**src/rtl/clock_disp_pkg.sv**
```systemverilog
// Shared constants for the HH:MM:SS seven-segment display path.
// Segment patterns are active-low {g,f,e,d,c,b,a}.
package clock_disp_pkg;

    localparam int NUM_DIGITS = 6;

    localparam logic [2:0] DIG_SS_U = 3'd0;
    localparam logic [2:0] DIG_SS_T = 3'd1;
    localparam logic [2:0] DIG_MM_U = 3'd2;
    localparam logic [2:0] DIG_MM_T = 3'd3;
    localparam logic [2:0] DIG_HH_U = 3'd4;
    localparam logic [2:0] DIG_HH_T = 3'd5;

    localparam logic [6:0] SEG_0    = 7'b1000000;
    localparam logic [6:0] SEG_1    = 7'b1111001;
    localparam logic [6:0] SEG_2    = 7'b0100100;
    localparam logic [6:0] SEG_3    = 7'b0110000;
    localparam logic [6:0] SEG_4    = 7'b0011001;
    localparam logic [6:0] SEG_5    = 7'b0010010;
    localparam logic [6:0] SEG_6    = 7'b0000010;
    localparam logic [6:0] SEG_7    = 7'b1111000;
    localparam logic [6:0] SEG_8    = 7'b0000000;
    localparam logic [6:0] SEG_9    = 7'b0010000;
    localparam logic [6:0] SEG_DASH = 7'b0111111;
    localparam logic [6:0] SEG_OFF  = 7'b1111111;

    localparam logic [5:0] AN_OFF   = 6'h3F;

    // One-cold anode pattern for a digit index.
    function automatic logic [5:0] an_select(input logic [2:0] idx);
        return ~(6'b000001 << idx);
    endfunction

endpackage

```
**src/rtl/clock_disp_mux_bcd_to_seg7.sv**
```systemverilog
// Combinational BCD nibble to active-low seven-segment decoder.
// Non-decimal nibbles render as a dash.
module bcd_to_seg7
    import clock_disp_pkg::*;
(
    input  logic [3:0] nib,
    output logic [6:0] seg
);

    always_comb begin
        seg = SEG_DASH;
        case (nib)
            4'd0:    seg = SEG_0;
            4'd1:    seg = SEG_1;
            4'd2:    seg = SEG_2;
            4'd3:    seg = SEG_3;
            4'd4:    seg = SEG_4;
            4'd5:    seg = SEG_5;
            4'd6:    seg = SEG_6;
            4'd7:    seg = SEG_7;
            4'd8:    seg = SEG_8;
            4'd9:    seg = SEG_9;
            default: seg = SEG_DASH;
        endcase
    end

endmodule

```
**src/rtl/clock_disp_mux.sv**
```systemverilog
// Six-digit multiplexed display driver: per-frame input snapshot, per-slot
// guard/drive phases, registered active-low anode/segment/dp outputs.
module clock_disp_mux
    import clock_disp_pkg::*;
#(
    parameter int SCAN_DIV  = 50000,
    parameter int BLANK_CYC = 500,
    parameter int BLANK_LZ  = 1
) (
    input  logic       i_clk,
    input  logic       i_rst,
    input  logic       i_en,
    input  logic [7:0] i_hh,
    input  logic [7:0] i_mm,
    input  logic [7:0] i_ss,
    input  logic       i_pm,
    input  logic [1:0] i_dpnt,
    output logic [5:0] o_an,
    output logic [6:0] o_seg,
    output logic       o_dp
);

    localparam int             CW        = (SCAN_DIV > 1) ? $clog2(SCAN_DIV) : 1;
    localparam logic [CW-1:0]  CNT_LAST  = CW'(SCAN_DIV - 1);
    localparam logic [CW-1:0]  GUARD_END = CW'(BLANK_CYC);
    localparam logic [2:0]     IDX_LAST  = 3'(NUM_DIGITS - 1);

    logic [CW-1:0] cnt;
    logic [2:0]    idx;
    logic [7:0]    sh_hh;
    logic [7:0]    sh_mm;
    logic [7:0]    sh_ss;
    logic          sh_pm;
    logic [1:0]    sh_dpnt;

    logic [3:0]    nib;
    logic [6:0]    dec_seg;
    logic          guard;
    logic          lz_blank;
    logic          dp_lit;

    always_ff @(posedge i_clk or negedge i_rst) begin
        if (!i_rst) begin
            cnt     <= '0;
            idx     <= '0;
            sh_hh   <= '0;
            sh_mm   <= '0;
            sh_ss   <= '0;
            sh_pm   <= 1'b0;
            sh_dpnt <= '0;
        end else if (i_en) begin
            // A frame starts at slot 0, count 0: take one coherent sample.
            if (cnt == '0 && idx == DIG_SS_U) begin
                sh_hh   <= i_hh;
                sh_mm   <= i_mm;
                sh_ss   <= i_ss;
                sh_pm   <= i_pm;
                sh_dpnt <= i_dpnt;
            end
            if (cnt == CNT_LAST) begin
                cnt <= '0;
                idx <= (idx == IDX_LAST) ? 3'd0 : idx + 3'd1;
            end else begin
                cnt <= cnt + CW'(1);
            end
        end
    end

    always_comb begin
        nib = 4'd0;
        case (idx)
            DIG_SS_U: nib = sh_ss[3:0];
            DIG_SS_T: nib = sh_ss[7:4];
            DIG_MM_U: nib = sh_mm[3:0];
            DIG_MM_T: nib = sh_mm[7:4];
            DIG_HH_U: nib = sh_hh[3:0];
            DIG_HH_T: nib = sh_hh[7:4];
            default:  nib = 4'd0;
        endcase
    end

    bcd_to_seg7 u_dec (
        .nib (nib),
        .seg (dec_seg)
    );

    assign guard    = (cnt < GUARD_END);
    assign lz_blank = (BLANK_LZ != 0) && (idx == DIG_HH_T) && (sh_hh[7:4] == 4'd0);
    assign dp_lit   = ((idx == DIG_SS_U) && sh_pm)
                    | ((idx == DIG_MM_U) && sh_dpnt[0])
                    | ((idx == DIG_HH_U) && sh_dpnt[1]);

    always_ff @(posedge i_clk or negedge i_rst) begin
        if (!i_rst) begin
            o_an  <= AN_OFF;
            o_seg <= SEG_OFF;
            o_dp  <= 1'b1;
        end else if (!i_en || guard) begin
            o_an  <= AN_OFF;
            o_seg <= SEG_OFF;
            o_dp  <= 1'b1;
        end else begin
            o_an  <= lz_blank ? AN_OFF  : an_select(idx);
            o_seg <= lz_blank ? SEG_OFF : dec_seg;
            o_dp  <= ~dp_lit;
        end
    end

endmodule

```
**config.mk**
```make
export PLATFORM = sky130hd
export DESIGN_NAME = clock_disp_mux
export DESIGN_NICKNAME = d
export VERILOG_FILES = /design/src/rtl/clock_disp_pkg.sv /design/src/rtl/clock_disp_mux_bcd_to_seg7.sv /design/src/rtl/clock_disp_mux.sv
export SDC_FILE = /design/constraint.sdc
export NUM_CORES = 1
export LEC_CHECK = 0
export BUFFER_PORTS_ARGS = -buffer_cell sky130_fd_sc_hd__buf_2
export CAP_MARGIN = 25
export CORE_UTILIZATION = 50
export CTS_CLUSTER_SIZE = 40
export DETAILED_ROUTE_END_ITERATION = 6
export PLACE_DENSITY = 0.72
export SLEW_MARGIN = 30
export SYNTH_ARGS = -nofsm -noshare
export SYNTH_HDL_FRONTEND = slang
export SYNTH_SLANG_ARGS = --single-unit
```
**constraint.sdc**
```tcl
create_clock -name i_clk -period 3.8 [get_ports i_clk]
set_input_delay 0.38 -clock i_clk [delete_from_list [all_inputs] [get_ports i_clk]]
set_output_delay 0.38 -clock i_clk [all_outputs]
set_load 0.005 [all_outputs]
```
==> qor.yml, run 1 <==
nets: 328
postSynthCellCount: 243
hp-class: "primary input to async pin"
yosysSeqAreaShare_pct: 52.7
start_kind: "flip-flop"
rows: 27
synthMuxAreaShare_pct: 14.5
timing.fmax_mhz: 370
status: "completed"
postCtsHoldBufs: 0
core_um2: 5540
power.density_nw_per_um2: 435
cp.depth: 8
synth_compound_area_share_pct: 7.51
ctsResizeCount: 0
wire_per_inst_um: 15.0
leakagePower_nw: 1.64
cts_tree: "built"
cp_slowest_stage_delay_ps: 650
synth_top_area_share_pct: 39.9
synth_common_cells: "dfrtp_1 (46), mux2_2 (30), dfstp_2 (14), nand2_1 (14), nor2_1 (11)"
slew_headroom_pct: 52.2
routed_wl_um: 5500
r2r_cells: 8
max_cap_violations: 0
synth-simple-area-share_pct: 14.5
worstPathRequired_ps: 4050
synthXorXnorAreaFrac_pct: 3.95
via_count: 2028
ys.flop_type: "dfrtp_1"
fin_ws_ps: 1100
irDropWorstVdd_uv: 261
post-cts-setup-buffers: 0
syn_avg_cell_area_um2: 11.9
fin_hold_ws_ps: 190
start_util_pct: 52.0
antenna_found_initial: 0
grt_pass1_wl_um: 9400
setup_viol: 0
area_delta_synth_final_pct: 17.2
setup_tns_ps: 0
worst_path_max_delay_cell: "dfrtp_1"
crit_path_end_kind: "flip-flop"
die_y_um: 77.9
grt_overflow: 0
h-tree-depth: 3
hold_viol: 0
drt_first_pass_iters: 4
grt_pass1_vias: 1966
ys_warn_count: 0
clkSlewWorstSetupHoldPaths_ps: 70
synth.most_common_cell: "dfrtp_1"
gp_congestion: 0.897
synth_edf_count: 0
dp_hpwl_um: 3930
ant_nets: 0
path_class: "flip-flop to flip-flop"
worst_pin_slew_ps: 710
viasPerCell: 5.53
cts.sinks: 60
drv_slew: 0
dp_slack_ps: 1130
ioPinCount: 44
rsz0062_at_grt: "false"
period_share_pct: 71.0
cts_max_path_buffers: 2
root_buffer: "clkbuf_8"
ys_ff_latch: 60
fin_worst_skew_ps: 9.06
first_iter_violations: 90
synth.top_cells.by_area: "dfrtp_1 (40%), dfstp_2 (13%), mux2_2 (12%)"
syn-num-nets: 281
r2r_setup_slack_ps: 1100
fillCellCount: 455
path_cells: "inv_1 -> ha_1 -> a22o_1 -> a211oi_1 -> ha_1 -> inv_1 -> a21oi_1 -> o21ai_0"
crit_arrival_ps: 2950
cpLargestDelayFamily: "compound AO/OA/AOI/OAI gates"
numCtsBuffers: 9
track_usage_pct: 20.5
yosysUniqueCellTypes: 44
drive_above_1_share_pct: 36.6
grt_max_degree: 61
drcViolationCount: 0
min_period_ps: 2700
synth_top_area_cell: "dfrtp_1"
die_x_um: 77.9
die_area_um2: 6070
yosys.area_share.adder_pct: 3.47
crit_fanout: 16
diodes: 0
timing.critical_path.buf_inv: 2
io_buffers: 43
synth_top_family_by_area: "multiplexers"
clock_latency_ps: 340
syn-cell-area_um2: 2880
synth-async-reset-ratio_pct: 100
total_power_mw: 1.47
## worst register-to-register path, cell delays in order, from the launching register on
cell      delay (ps)
dfrtp_1          650
inv_1            210
ha_1             320
a22o_1           230
a211oi_1         530
ha_1             370
inv_1             60
a21oi_1           50
o21ai_0          190
## metrics by stage
step | instance area, µm² | utilization, % | instances
after floorplan | 2880 | - | 243
after global placement | 3140 | 56.7 | 351
after detailed placement | 3140 | 56.7 | 351
after CTS | 3380 | 61.0 | 367
after global routing | 3380 | 61.0 | 367
final | 3380 | 61.0 | 367
## path summary, 6_finish.rpt
path,start,to
hold / removal,i_rst,cnt[8]
hold reg to reg,cnt[10],cnt[10]
min in group i_clk,i_mm[4],sh_mm[4]
setup reg to reg,idx[2],o_seg[1]
setup / recovery,idx[2],o_seg[1]
max in group asynchronous,i_rst,sh_mm[3]
## placed cells by master (no fill, tap or decap), drive strengths merged, types with 2 or more instances in the layout
| master | synthesis | layout |
|---|---|---|
| and4 | 4 | 4 |
| and3 | 3 | 3 |
| dfrtp | 46 | 46 |
| ha | 8 | 8 |
| nand4 | 5 | 5 |
| mux2i | 8 | 8 |
| or4 | 4 | 4 |
| clkbuf | 5 | 12 |
| a21oi | 10 | 10 |
| and3b | 3 | 3 |
| a22oi | 2 | 2 |
| xnor2 | 9 | 9 |
| nand2b | 2 | 2 |
| buf | 4 | 45 |
| a211oi | 2 | 2 |
| nand3 | 7 | 7 |
| xor2 | 4 | 4 |
| nand2 | 14 | 14 |
| nand3b | 3 | 3 |
| mux2 | 30 | 30 |
| nor4 | 4 | 4 |
| nor2 | 11 | 11 |
| clkinv | 0 | 2 |
| and2 | 3 | 3 |
| o21ai | 7 | 7 |
| or3 | 4 | 4 |
| bufinv | 0 | 2 |
| inv | 10 | 10 |
| dfstp | 14 | 14 |
| a31oi | 4 | 4 |
## logic make-up after synthesis
kind of cell / Yosys count
muxes: 38
AOI/OAI and AO/OA: 34
and+or+nand+nor: 71
xor gates and xnor gates: 13
DFF: 60
buffers and inverters: 19
adders and majority gates: 8
## flip-flops by register name (all words and copies together) (netlist names)
signal	count
idx	3
o_seg	7
o_an	6
cnt	16
sh_hh	8
sh_ss	8
sh_dpnt	2
o_dp	1
sh_pm	1
sh_mm	8
## routing by layer
metal	share of wire [%]	GRT usage (%)
met1	49	30.0
met2	45	28.5
met3	4.6	5.41
met4	1.6	8.70
met5	0	0
## where the power goes
| group | internal (mW) | total (mW) | switching, mW |
|---|---|---|---|
| Sequential | 0.668 | 0.707 | 0.0396 |
| Combinational | 0.0463 | 0.0998 | 0.0535 |
| Clock | 0.421 | 0.661 | 0.241 |
| Total | 1.13 | 1.47 | 0.334 |
## cell type report
type / instances / area [µm²] / area share [%]
Timing Repair Buffer: 45 / 230 / 6.81
Multi-Input combinational cell: 164 / 1270 / 37.5
Tap cell: 72 / 90.1 / 2.67
Sequential cell: 60 / 1520 / 45.0
Clock buffer: 12 / 165 / 4.89
Clock inverter: 4 / 70.1 / 2.07
Inverter: 10 / 37.5 / 1.11
No activity file was read; power rests on OpenSTA's default activity.
==> run 2, diff against run 1 <==
- PLACE_DENSITY: 0.72 -> 0.74
- clock period: 3.8 -> 2.2 ns (I/O delays scaled with it)
==> run 2 against run 1 <==
Net effect:
- cell area increased by 5.5%
- clock skew down 0.84 ps
- sequential power grew 70%
- first-iteration DRC count up 16%
- total power rose by 62%
- worst setup slack worse by 1000 ps
- critical path depth decreased by 3
- routed wire length up 4.4%
- flip-flop and latch count unchanged
- non-clock buffer count grew 22
==> qor.yml, run 2 (synthesis results as in run 1) <==
nets: 350  # was 328
antenna_found_initial: 0  # unchanged
drcViolationCount: 0  # unchanged
clkSlewWorstSetupHoldPaths_ps: 70  # about the same
routed_wl_um: 5740  # was 5500 µm
area_delta_synth_final_pct: 23.6  # was 17.2%
start_kind: "flip-flop"  # unchanged
slew_headroom_pct: 58.0  # was 52.2%
drive_above_1_share_pct: 42.3  # was 36.6%
irDropWorstVdd_uv: 440  # was 261 µV
viasPerCell: 5.47  # was 5.53
die_area_um2: 6070  # unchanged
rows: 27  # unchanged
path_class: "flip-flop to flip-flop"  # unchanged
dp_slack_ps: 47.0  # was 1130 ps
die_x_um: 77.9  # unchanged
crit_arrival_ps: 2340  # was 2950 ps
crit_fanout: 27  # was 16
worst_pin_slew_ps: 631  # was 710 ps
via_count: 2129  # was 2,028
wire_per_inst_um: 14.7  # was 15.0 µm
h-tree-depth: 3  # unchanged
numCtsBuffers: 9  # unchanged
period_share_pct: 96.4  # was 71.0%
fin_ws_ps: 78.9  # was 1100 ps
first_iter_violations: 104  # was 90
gp_congestion: 0.829  # was 0.897
clock_latency_ps: 340  # about the same
grt_overflow: 0  # unchanged
timing.fmax_mhz: 471  # was 370 MHz
track_usage_pct: 21.6  # was 20.5%
fin_hold_ws_ps: 109  # was 190 ps
dp_hpwl_um: 4210  # was 3930 µm
die_y_um: 77.9  # unchanged
rsz0062_at_grt: "false"  # unchanged
worstPathRequired_ps: 2420  # was 4050 ps
ioPinCount: 44  # unchanged
fin_worst_skew_ps: 8.22  # was 9.06 ps
drv_slew: 0  # unchanged
core_um2: 5540  # unchanged
crit_path_end_kind: "flip-flop"  # unchanged
grt_pass1_vias: 2085  # was 1,966
hold_viol: 0  # unchanged
met2_usage_pct: 31.4  # was 28.5%
max_cap_violations: 0  # unchanged
grt_use_met1_pct: 30.5  # was 30.0%
cts_tree: "built"  # unchanged
final_cell_mix: "dfrtp_1 (46), buf_2 (43), mux2_2 (30)"  # unchanged
cts_max_path_buffers: 2  # unchanged
leakagePower_nw: 1.74  # was 1.64 nW
hp-class: "primary input to flip-flop"  # was primary input to async pin
drt_first_pass_iters: 4  # unchanged
grt_max_degree: 35  # was 61
grt-busiest-layer: "met2"  # was met1
fin_util_pct: 64.3  # was 61.0%
largest-register: "cnt"  # unchanged
final_common_cell: "dfrtp_1"  # unchanged
cts.sinks: 60  # unchanged
grt_pass1_wl_um: 9920  # was 9400 µm
largest_reg_flops: 16  # unchanged
min_period_ps: 2120  # was 2700 ps
io_buffers: 43  # unchanged
power.density_nw_per_um2: 666  # was 435 nW/µm²
grt_util_met3_pct: 4.24  # was 5.41%
ant_nets: 0  # unchanged
start_util_pct: 52.0  # unchanged
status: "completed"  # unchanged
root_buffer: "clkbuf_8"  # unchanged
diodes: 0  # unchanged
post-cts-setup-buffers: 0  # unchanged
setup_viol: 0  # unchanged
run 2: changes by cell type in the layout (fill, tap and decap cells not counted), moves of 2 or more:
cell | before | now
buf_4 | 2 | 20
clkbuf_8 | 12 | 9
clkbuf_1 | 0 | 2
buf_12 | 0 | 3
run 2: where the power goes:
group          switching [mW]  total (mW)  internal, mW
logic                   0.123       0.234         0.111
clock network           0.420       0.937         0.517
registers              0.0492        1.20          1.15
total                   0.592        2.37          1.78
run 2: routing by layer:
layer	vias to the layer above	wire, µm
met5	-	0
met3	6	285
met4	0	76
met2	59	2560
met1	1050	2810
li1	1014	-
run 2: timing repair:
| item | CTS | global route |
|---|---|---|
| setup endpoints to repair | 0 | 5 |
| hold buffers | 1 | 0 |
| gates resized for setup | 0 | 4 |
| hold endpoints to repair | 13 | 0 |
run 2: cell type report:
cell class	count	area [µm²]
fillers	455	1980
flip-flops and latches	60	1520
multi-input cells	164	1300
repair buffers	67	435
clock buffers	11	131
well taps	72	90.1
clock inverters	5	52.6
inverters	10	37.5
run 2: worst max-delay path: stages (launching register included):
cell and delay [ps]:
dfrtp_1 370, or3_1 400, or4_4 440, nor4_4 200, buf_12 230, mux2_2 350
run 2: stage by stage:
step	power [mW]	std cells	TNS, ps	area (µm²)
2_1_floorplan	1.33	243	-1280	2900
3_5_place_dp	1.45	372	0	3350
5_1_grt	2.48	389	0	3560
3_3_place_gp	1.44	372	0	3350
6_report	2.37	389	0	3560
4_1_cts	2.40	389	0	3540
run 2: final timing paths:
check	depth (start not counted)	startpoint	to	slack, ps
min in group asynchronous	2	i_rst	cnt[6]	440
worst max register to register	5	cnt[5]	sh_mm[7]	80
worst min-delay path	2	i_ss[3]	sh_ss[3]	110
max in group asynchronous	3	i_rst	o_seg[5]	1100
worst max-delay path	5	cnt[5]	sh_mm[7]	80
worst min register to register	1	cnt[10]	cnt[10]	490
